$ cat src/rtl/reg_slice_pipe_if.sv
// Valid/ready stream bundle used on both the upstream and downstream
// sides of reg_slice_pipe.
interface reg_slice_pipe_if #(
    parameter int DATA_WIDTH = 8
);
    logic [DATA_WIDTH-1:0] data;
    logic                  valid;
    logic                  ready;

    // producer: drives valid/data, observes ready
    modport master (output data, output valid, input ready);
    // consumer: observes valid/data, drives ready
    modport slave (input data, input valid, output ready);
endinterface

$ cat src/rtl/reg_slice_pipe.sv
// Chain of STAGES valid/ready register slices between stream s and
// stream m. MODE 0 is a wire, MODE 1 registers valid/data only, MODE 2
// is a fully registered two-entry skid slice. Adds a synchronous flush,
// a held-beat occupancy count and an idle flag.
module reg_slice_pipe #(
    parameter  int DATA_WIDTH = 8,
    parameter  int STAGES     = 2,
    parameter  int MODE       = 2,
    localparam int CNT_W      = $clog2(2*STAGES+1)
) (
    input  logic             clk,
    input  logic             rst,
    input  logic             flush,
    reg_slice_pipe_if.slave  s,
    reg_slice_pipe_if.master m,
    output logic [CNT_W-1:0] occupancy,
    output logic             idle
);

    if (STAGES < 1 || STAGES > 8) begin : g_bad_stages
        $error("reg_slice_pipe: STAGES must be within 1..8");
    end
    if (MODE < 0 || MODE > 2) begin : g_bad_mode
        $error("reg_slice_pipe: MODE must be 0, 1 or 2");
    end

    assign idle = (occupancy == '0) && !s.valid;

    if (MODE == 0) begin : g_pass
        assign m.data    = s.data;
        assign m.valid   = s.valid;
        assign s.ready   = m.ready;
        assign occupancy = '0;

        logic unused_pass;
        assign unused_pass = &{1'b0, clk, rst, flush};
    end else begin : g_pipe
        logic             s_fire;
        logic             m_fire;
        logic [CNT_W-1:0] occ_q;

        for (genvar g = 0; g < STAGES; g++) begin : g_stage
            logic                  in_vld;
            logic [DATA_WIDTH-1:0] in_dat;
            logic                  in_rdy;
            logic                  out_vld;
            logic [DATA_WIDTH-1:0] out_dat;
            logic                  out_rdy;

            if (g == 0) begin : g_head
                assign in_vld = s.valid;
                assign in_dat = s.data;
            end else begin : g_link
                assign in_vld = g_stage[g-1].out_vld;
                assign in_dat = g_stage[g-1].out_dat;
            end

            if (g == STAGES-1) begin : g_tail
                assign out_rdy = m.ready;
            end else begin : g_chain
                assign out_rdy = g_stage[g+1].in_rdy;
            end

            if (MODE == 1) begin : g_fwd
                logic                  vld_q;
                logic [DATA_WIDTH-1:0] dat_q;

                // the register can take a new beat when empty or draining
                assign in_rdy  = out_rdy | ~vld_q;
                assign out_vld = vld_q;
                assign out_dat = dat_q;

                // stage valid: flush empties, otherwise reload when ready
                always_ff @(posedge clk or negedge rst) begin
                    if (!rst)        vld_q <= 1'b0;
                    else if (flush)  vld_q <= 1'b0;
                    else if (in_rdy) vld_q <= in_vld;
                end

                // payload capture (no reset; don't-care while invalid)
                always_ff @(posedge clk) begin
                    if (in_rdy && in_vld) dat_q <= in_dat;
                end
            end else begin : g_skid
                logic                  main_vld_q, main_vld_d;
                logic                  skid_vld_q, skid_vld_d;
                logic [DATA_WIDTH-1:0] main_dat_q, main_dat_d;
                logic [DATA_WIDTH-1:0] skid_dat_q, skid_dat_d;
                logic                  rdy_q;
                logic                  in_fire;
                logic                  out_fire;

                assign in_fire  = in_vld & rdy_q;
                assign out_fire = main_vld_q & out_rdy;
                assign in_rdy   = rdy_q;
                assign out_vld  = main_vld_q;
                assign out_dat  = main_dat_q;

                // main/skid steering; rdy_q low guarantees no accept into a full skid
                always_comb begin
                    main_vld_d = main_vld_q;
                    main_dat_d = main_dat_q;
                    skid_vld_d = skid_vld_q;
                    skid_dat_d = skid_dat_q;
                    if (!main_vld_q || out_fire) begin
                        if (skid_vld_q) begin
                            main_vld_d = 1'b1;
                            main_dat_d = skid_dat_q;
                            skid_vld_d = in_fire;
                            skid_dat_d = in_dat;
                        end else begin
                            main_vld_d = in_fire;
                            if (in_fire) main_dat_d = in_dat;
                        end
                    end else if (in_fire) begin
                        skid_vld_d = 1'b1;
                        skid_dat_d = in_dat;
                    end
                    if (flush) begin
                        main_vld_d = 1'b0;
                        skid_vld_d = 1'b0;
                    end
                end

                // valid flags and registered ready (ready held low through flush)
                always_ff @(posedge clk or negedge rst) begin
                    if (!rst) begin
                        main_vld_q <= 1'b0;
                        skid_vld_q <= 1'b0;
                        rdy_q      <= 1'b0;
                    end else begin
                        main_vld_q <= main_vld_d;
                        skid_vld_q <= skid_vld_d;
                        rdy_q      <= ~skid_vld_d & ~flush;
                    end
                end

                // payload registers (no reset)
                always_ff @(posedge clk) begin
                    main_dat_q <= main_dat_d;
                    skid_dat_q <= skid_dat_d;
                end
            end
        end

        assign s.ready   = g_stage[0].in_rdy & ~flush;
        assign m.valid   = g_stage[STAGES-1].out_vld;
        assign m.data    = g_stage[STAGES-1].out_dat;
        assign s_fire    = s.valid & s.ready;
        assign m_fire    = m.valid & m.ready;
        assign occupancy = occ_q;

        // held-beat counter: +1 per accept, -1 per delivery
        always_ff @(posedge clk or negedge rst) begin
            if (!rst)                   occ_q <= '0;
            else if (flush)             occ_q <= '0;
            else if (s_fire && !m_fire) occ_q <= occ_q + CNT_W'(1);
            else if (!s_fire && m_fire) occ_q <= occ_q - CNT_W'(1);
        end
    end

endmodule

$ cat src/flat_wrapper.sv
// flat-port wrapper written by rule: the top's interface ports become plain ports
module reg_slice_pipe_flat 
#(
    parameter  int DATA_WIDTH = 8,
    parameter  int STAGES     = 2,
    parameter  int MODE       = 2,
    localparam int CNT_W      = $clog2(2*STAGES+1)
)
  (clk, rst, flush, occupancy, idle, s_data, s_valid, s_ready, m_data, m_valid, m_ready);
  reg_slice_pipe_if #(.DATA_WIDTH(DATA_WIDTH)) s_i ();
  reg_slice_pipe_if #(.DATA_WIDTH(DATA_WIDTH)) m_i ();
  input  logic clk;
  input  logic rst;
  input  logic flush;
  output logic [CNT_W-1:0] occupancy;
  output logic idle;
  input wire logic [$bits(s_i.data)-1:0] s_data;
  input wire logic [$bits(s_i.valid)-1:0] s_valid;
  output wire logic [$bits(s_i.ready)-1:0] s_ready;
  output wire logic [$bits(m_i.data)-1:0] m_data;
  output wire logic [$bits(m_i.valid)-1:0] m_valid;
  input wire logic [$bits(m_i.ready)-1:0] m_ready;
  assign s_i.data = s_data;
  assign s_i.valid = s_valid;
  assign s_ready = s_i.ready;
  assign m_data = m_i.data;
  assign m_valid = m_i.valid;
  assign m_i.ready = m_ready;
  reg_slice_pipe #(.DATA_WIDTH(DATA_WIDTH), .STAGES(STAGES), .MODE(MODE)) u_core (.clk(clk), .rst(rst), .flush(flush), .s(s_i), .m(m_i), .occupancy(occupancy), .idle(idle));
endmodule
$ cat config.mk
export PLATFORM = sky130hd
export DESIGN_NAME = reg_slice_pipe_flat
export DESIGN_NICKNAME = d
export VERILOG_FILES = /design/src/rtl/reg_slice_pipe_if.sv /design/src/rtl/reg_slice_pipe.sv /design/src/flat_wrapper.sv
export SDC_FILE = /design/constraint.sdc
export NUM_CORES = 1
export LEC_CHECK = 0
export BUFFER_PORTS_ARGS = -buffer_cell sky130_fd_sc_hd__buf_2
export CORE_UTILIZATION = 39
export CTS_BUF_LIST = sky130_fd_sc_hd__clkbuf_16
export CTS_CLUSTER_SIZE = 30
export DETAILED_ROUTE_END_ITERATION = 12
export SYNTH_ARGS = -nofsm -noshare
export SYNTH_HDL_FRONTEND = slang
export SYNTH_SLANG_ARGS = --single-unit
export TNS_END_PERCENT = 50
$ cat constraint.sdc
create_clock -name clk -period 2 [get_ports clk]
set_input_delay 0.3 -clock clk [delete_from_list [all_inputs] [get_ports clk]]
set_output_delay 0.3 -clock clk [all_outputs]
set_load 0.05 [all_outputs]
# [Word level (Yosys, flattened, before mapping)]
# Index checks and enable logic that the tools add are counted.
[word_totals] register_bits=41 latch_bits=0 ramBits=0 mem_bits_ro=0 in_bits=13 out_inout_bits=14 word_cells=72 memories=0
[op_classes] n_addsub=2 mul=0 div_mod_pow=0 n_lt_le_gt_ge=0 n_eq_ne=2 n_shift=0 n_mux=25 n_bitwise=10 n_reduce_logical=22
[op_table] operator="$mux W8" n=8
[op_table] operator="$mux W1" n=14
[op_table] operator="$reduce_bool A2 Y1" n=6
[op_table] operator="$mux W3" n=3
[op_table] operator="$reduce_and A2 Y1" n=4
[op_table] operator="$and A1 B1 Y1" n=7
[op_table] operator="$logic_not A1 Y1" n=5
[op_table] operator="$ne A2 B1 Y1 const B" n=2
[op_table] operator="$add A3 B1 Y3 const B" n=1
[op_table] operator="$logic_and A1 B1 Y1" n=3
[op_table] operator="$logic_not A3 Y1" n=1
[op_table] operator="$not A1 Y1" n=3
[op_table] operator="$reduce_bool A3 Y1" n=1
[op_table] operator="$sub A3 B1 Y3 const B" n=1
[op_table] operator="$logic_or A1 B1 Y1" n=2

# [Depth between registers and ports, before layout]
[logic_depth] word_depth=8 depth_mapped=6 depth_no_buf=6

# [Least setup slack after synthesis]
# OpenSTA, ideal clock, no wires.
[synth_timing] path_kind="register -> output" start="reg u_core.g_pipe.occ_q[2] (netlist: u_core.occupancy[2])" end="out idle" t_arrival_ps=2190 t_required_ps=1700 path_slack_ps=-490 path_stages_with_launch=2 cell_sequence="dfrtp_1 > nor4_1"
[synth_via] elab_chain_cells=2
[synth_lines] item="start: declaration" line_no="reg_slice_pipe.sv:40" text="logic [CNT_W-1:0] occ_q;"
[synth_lines] item="start signal: assignment" line_no="reg_slice_pipe.sv:157" text="else if (s_fire && !m_fire) occ_q <= occ_q + CNT_W'(1);"
[synth_lines] item="start signal: assignment" line_no="reg_slice_pipe.sv:158" text="else if (!s_fire && m_fire) occ_q <= occ_q - CNT_W'(1);"
[synth_lines] item="$logic_not A3 Y1" line_no="reg_slice_pipe.sv:27" text="assign idle = (occupancy == '0) && !s.valid;"
[synth_lines] item="$logic_and A1 B1 Y1" line_no="reg_slice_pipe.sv:27"
[synth_lines] item="end: declaration" line_no="flat_wrapper.sv:16" text="output logic idle;"
# Every way passes these cells.

# [Worst setup path in the final report]
[layout_timing] start="reg u_core.g_pipe.g_stage[1].g_skid.main_vld_q (netlist: u_core.m.valid)" end="reg u_core.g_pipe.occ_q[2] (netlist: u_core.occupancy[2])"
[layout_via] elab_chain_cells=5 elab_cells_between_ends=7 cone_classes="mux: 2; bitwise: 1; reduce/logical: 4"
[layout_lines] item="start: declaration" line_no="reg_slice_pipe.sv:85" text="logic main_vld_q, main_vld_d;"
[layout_lines] item="start signal: assignment" line_no="reg_slice_pipe.sv:132" text="main_vld_q <= main_vld_d;"
[layout_lines] item="$and A1 B1 Y1 *" line_no="reg_slice_pipe.sv:150" text="assign m_fire = m.valid & m.ready;"
[layout_lines] item="$logic_not A1 Y1" line_no="reg_slice_pipe.sv:157"
[layout_lines] item="$logic_and A1 B1 Y1" line_no="reg_slice_pipe.sv:157"
[layout_lines] item="$mux W3" line_no="reg_slice_pipe.sv:157"
[layout_lines] item="$mux W3" line_no="reg_slice_pipe.sv:156" text="else if (flush) occ_q <= '0;"
# Mark *: on every way between the ends. The rest lies on a longest branch, timed or not.
# A chain may end at the register's enable or synchronous reset.

==> flow_metrics.env <==
export IMPL_status="complete, no violations"
export IMPL_std_cell_rows=23
export IMPL_fin_cells=189
export IMPL_portBuffers=26
export IMPL_fill_cells=377
export IMPL_grt_max_degree=14
export IMPL_syn_nets=118
export IMPL_dp_hpwl_um=1960
export IMPL_cts_htree_levels=2
export IMPL_synth_cells=104
export IMPL_synth_seq_area_share_pct=70.4
export IMPL_synth_largest_area_cell="edfxtp_1"
export IMPL_clk_pin_slew_worst_paths_ns=0.05
export IMPL_drt_wl_total_um=2640
export IMPL_dieArea_sq_um=4590
export IMPL_final_nets=152
export IMPL_path_cells="nand2_1 -> nor3b_2 -> fa_1 -> a21boi_1 -> mux2i_1 -> o311ai_0"
export IMPL_yosysWarnings=0
export IMPL_pin_count=27
export IMPL_period_minus_slack_ns=1.79
export IMPL_core_sq_um=4090
export IMPL_ant_nets=0
export IMPL_synthTopCellsByArea="edfxtp_1 57%, dfrtp_1 13%, mux2_2 11%"
export IMPL_synthesis_area_sq_um=1680
export IMPL_powerDensity_nw_per_um2=915
export IMPL_cts_tree="yes"
export IMPL_endpoint_kind="flip-flop"
export IMPL_clockBufferDepth=2
export IMPL_clock_skew_ns=0.00134
export IMPL_max_stage_delay_ns=0.41
export IMPL_initial_core_util_pct=41.2
export IMPL_clk_latency_ns=0.27
export IMPL_tns_ns=0
export IMPL_peakVddDrop_v=0.000563
export IMPL_vias=922
export IMPL_p_sw_share_pct=21.9
export IMPL_track_usage_pct=14.1
export IMPL_slowest_stage="dfrtp_1"
export IMPL_finalPower_w=0.00187
export IMPL_holdWs_ns=0.215
export IMPL_routed_via_density=4.88
export IMPL_first_pass_iters=4
export IMPL_slew_violations=0
export IMPL_crit_fanout=5
export IMPL_postCtsSetupRepairBufs=0
export IMPL_maxCapViolCount=0
export IMPL_syn2layout_area_growth_pct=21.3
export IMPL_critPathKind="reg -> reg"
export IMPL_p_clk_share_pct=39.2
export IMPL_worstMarginPinSlew_ns=0.422
export IMPL_static_leakage_power_nw=0.790
export IMPL_internal_power_w=0.00146
export IMPL_fin_crit_sh_pct=89.3
export IMPL_drive_gt1_share_pct=41.0
export IMPL_finalWeightedCongestion=0.754
export IMPL_cts_buffers=5
export IMPL_crit_arrival_ns=1.92
export IMPL_grt_ovfl_total=0
export IMPL_die_height_um=67.7
export IMPL_max_freq_ghz=0.560
export IMPL_synthDistinctLibCells=29
export IMPL_antenna_found_initial=0
export IMPL_relSlewSlack_pct=71.9
export IMPL_hold_viol_final=0
export IMPL_clkSinkCount=41
export IMPL_wl_per_cell_um=14.0
export IMPL_grt_pass1_vias=925
export IMPL_yosys_area_top_type_share_pct=57.1
export IMPL_power_switching_w=0.000410
export IMPL_hp_class="in -> reg"
export IMPL_dpl_cell_count=180
export IMPL_die_width_um=67.7
export IMPL_syn_area_per_cell_sq_um=16.2
export IMPL_grt_pass1_wl_um=4530
export IMPL_power_frac_comb_pct=9.1
export IMPL_antennaDiodeCount=0
export IMPL_cp_start_kind="flip-flop"
export IMPL_p_seq_share_pct=51.7
export IMPL_ys_ff_latch=41
export IMPL_rsz0062_at_grt="no"
export IMPL_drt_iter0_markers=28
export IMPL_drc=0
export IMPL_crit_required_ns=2.13
export IMPL_cts_root_buf="clkbuf_16"
export IMPL_setup_violations=0
==> cell usage after synthesis <==
master	n
a21boi_0	2
a21oi_1	3
and2_1	2
and2b_1	1
and4b_1	1
buf_2	3
dfrtp_1	9
edfxtp_1	32
fa_1	1
inv_1	4
maj3_2	1
mux2_1	2
mux2_2	17
mux2i_1	1
nand2_1	3
nand2_4	1
nand2b_1	1
nor2_1	9
nor2b_1	1
nor3_1	1
nor3b_1	1
nor4_1	1
nor4bb_1	1
o2111ai_1	1
o21a_1	1
o21ai_0	1
o311ai_0	1
o31a_1	1
xnor2_2	1
==> worst max-delay path, delay by kind of cell, from the launching register on <==
family                     cells  cell delay [ns]
DFF                            1             0.41
and+or+nand+nor                2             0.40
AOI/OAI and AO/OA              2             0.38
adders and majority gates      1             0.24
muxes                          1             0.23
==> registers in the layout, indices dropped and copies added, names as in the netlist <==
signal	cells
u_core.m.data	8
u_core.g_pipe.g_stage.g_skid.skid_vld_q	2
u_core.g_pipe.g_stage.g_skid.main_dat_q	8
u_core.g_pipe.g_stage.out_rdy	1
u_core.occupancy	3
u_core.m.valid	1
u_core.g_pipe.g_stage.g_skid.main_vld_q	1
u_core.g_pipe.g_stage.g_skid.rdy_q	1
u_core.g_pipe.g_stage.g_skid.skid_dat_q	16
==> worst paths after layout <==
kind                                                                              start                                                 endpoint  slack (ns)  depth (start not counted)
worst max-delay path                                         u_core.m.valid$_DFFE_PN0P_                          u_core.occupancy[2]$_DFFE_PN0P_        0.21                          6
worst min-delay path                                                          s_data[1]  u_core.g_pipe.g_stage[0].g_skid.skid_dat_q[1]$_DFFE_PP_        0.22                          1
worst max register to register                               u_core.m.valid$_DFFE_PN0P_                          u_core.occupancy[2]$_DFFE_PN0P_        0.21                          6
worst min register to register  u_core.g_pipe.g_stage[0].g_skid.main_dat_q[3]$_DFFE_PP_  u_core.g_pipe.g_stage[1].g_skid.skid_dat_q[3]$_DFFE_PP_        0.45                          0
max in group asynchronous                                                           rst               u_core.g_pipe.g_stage[0].out_rdy$_DFF_PN0_        1.42                          2
min in group asynchronous                                                           rst                          u_core.occupancy[1]$_DFFE_PN0P_        0.40                          2
==> kinds of logic after synthesis <==
kind of cell / Yosys count / synth area share, %
multiplexers: 20 / 13.3
XOR/XNOR: 1 / 0.966
flip-flops: 41 / 70.4
AO/OA/AOI/OAI: 10 / 4.09
adder cells (fa/ha/maj): 2 / 1.86
AND/OR/NAND/NOR: 23 / 7.58
buffers and inverters: 7 / 1.78
==> cell usage in the layout, fill, tap and decap left out, drive strengths merged, types with 2 or more instances in the layout <==
cell type and instances:
dfrtp 9, inv 4, a21oi 3, edfxtp 32
nor2 9, mux2 19, clkbuf 5, clkinv 3
a21boi 2, and2 2, nand2 4, buf 29
==> through the flow <==
step	setup slack [ns]	area, sq um	utilization [%]
after floorplan	0.0428	1690	-
after global placement	0.294	1890	46.3
after detailed placement	0.0347	1890	46.3
after CTS	0.0125	2040	49.9
after global routing	0.0506	2040	50.0
final	0.213	2040	50.0
==> layout make-up <==
cell class / instances / area (sq um) / area share (%)
Inverter: 4 / 15.0 / 0.735
Clock inverter: 3 / 12.5 / 0.612
Timing Repair Buffer: 30 / 163 / 7.96
Tap cell: 50 / 62.6 / 3.06
Multi-Input combinational cell: 56 / 479 / 23.5
Sequential cell: 41 / 1190 / 58.1
Clock buffer: 5 / 125 / 6.12
==> per-layer routing <==
metal	wire length (um)	track usage, %
met5	0	0
met2	1280	20.8
met4	36	5.59
met1	1200	18.3
met3	120	5.57
==> power groups by stage <==
stage | clock [W] | sequential [W] | combinational (W)
global placement | 0 | 0.000981 | 0.000165
global route | 0.000792 | 0.000970 | 0.000186
floorplan | 0 | 0.00102 | 0.0000814
detailed placement | 0 | 0.000983 | 0.000170
finish | 0.000732 | 0.000967 | 0.000171
CTS | 0.000753 | 0.000966 | 0.000172
==> timing repair <==
action                                  in CTS  in global routing
hold buffers                                 1                  0
endpoints found under the hold margin        9                  0
endpoints found under the setup margin       0                  1
gates resized for setup                      0                  2
Power figures use the tool's default switching activity.
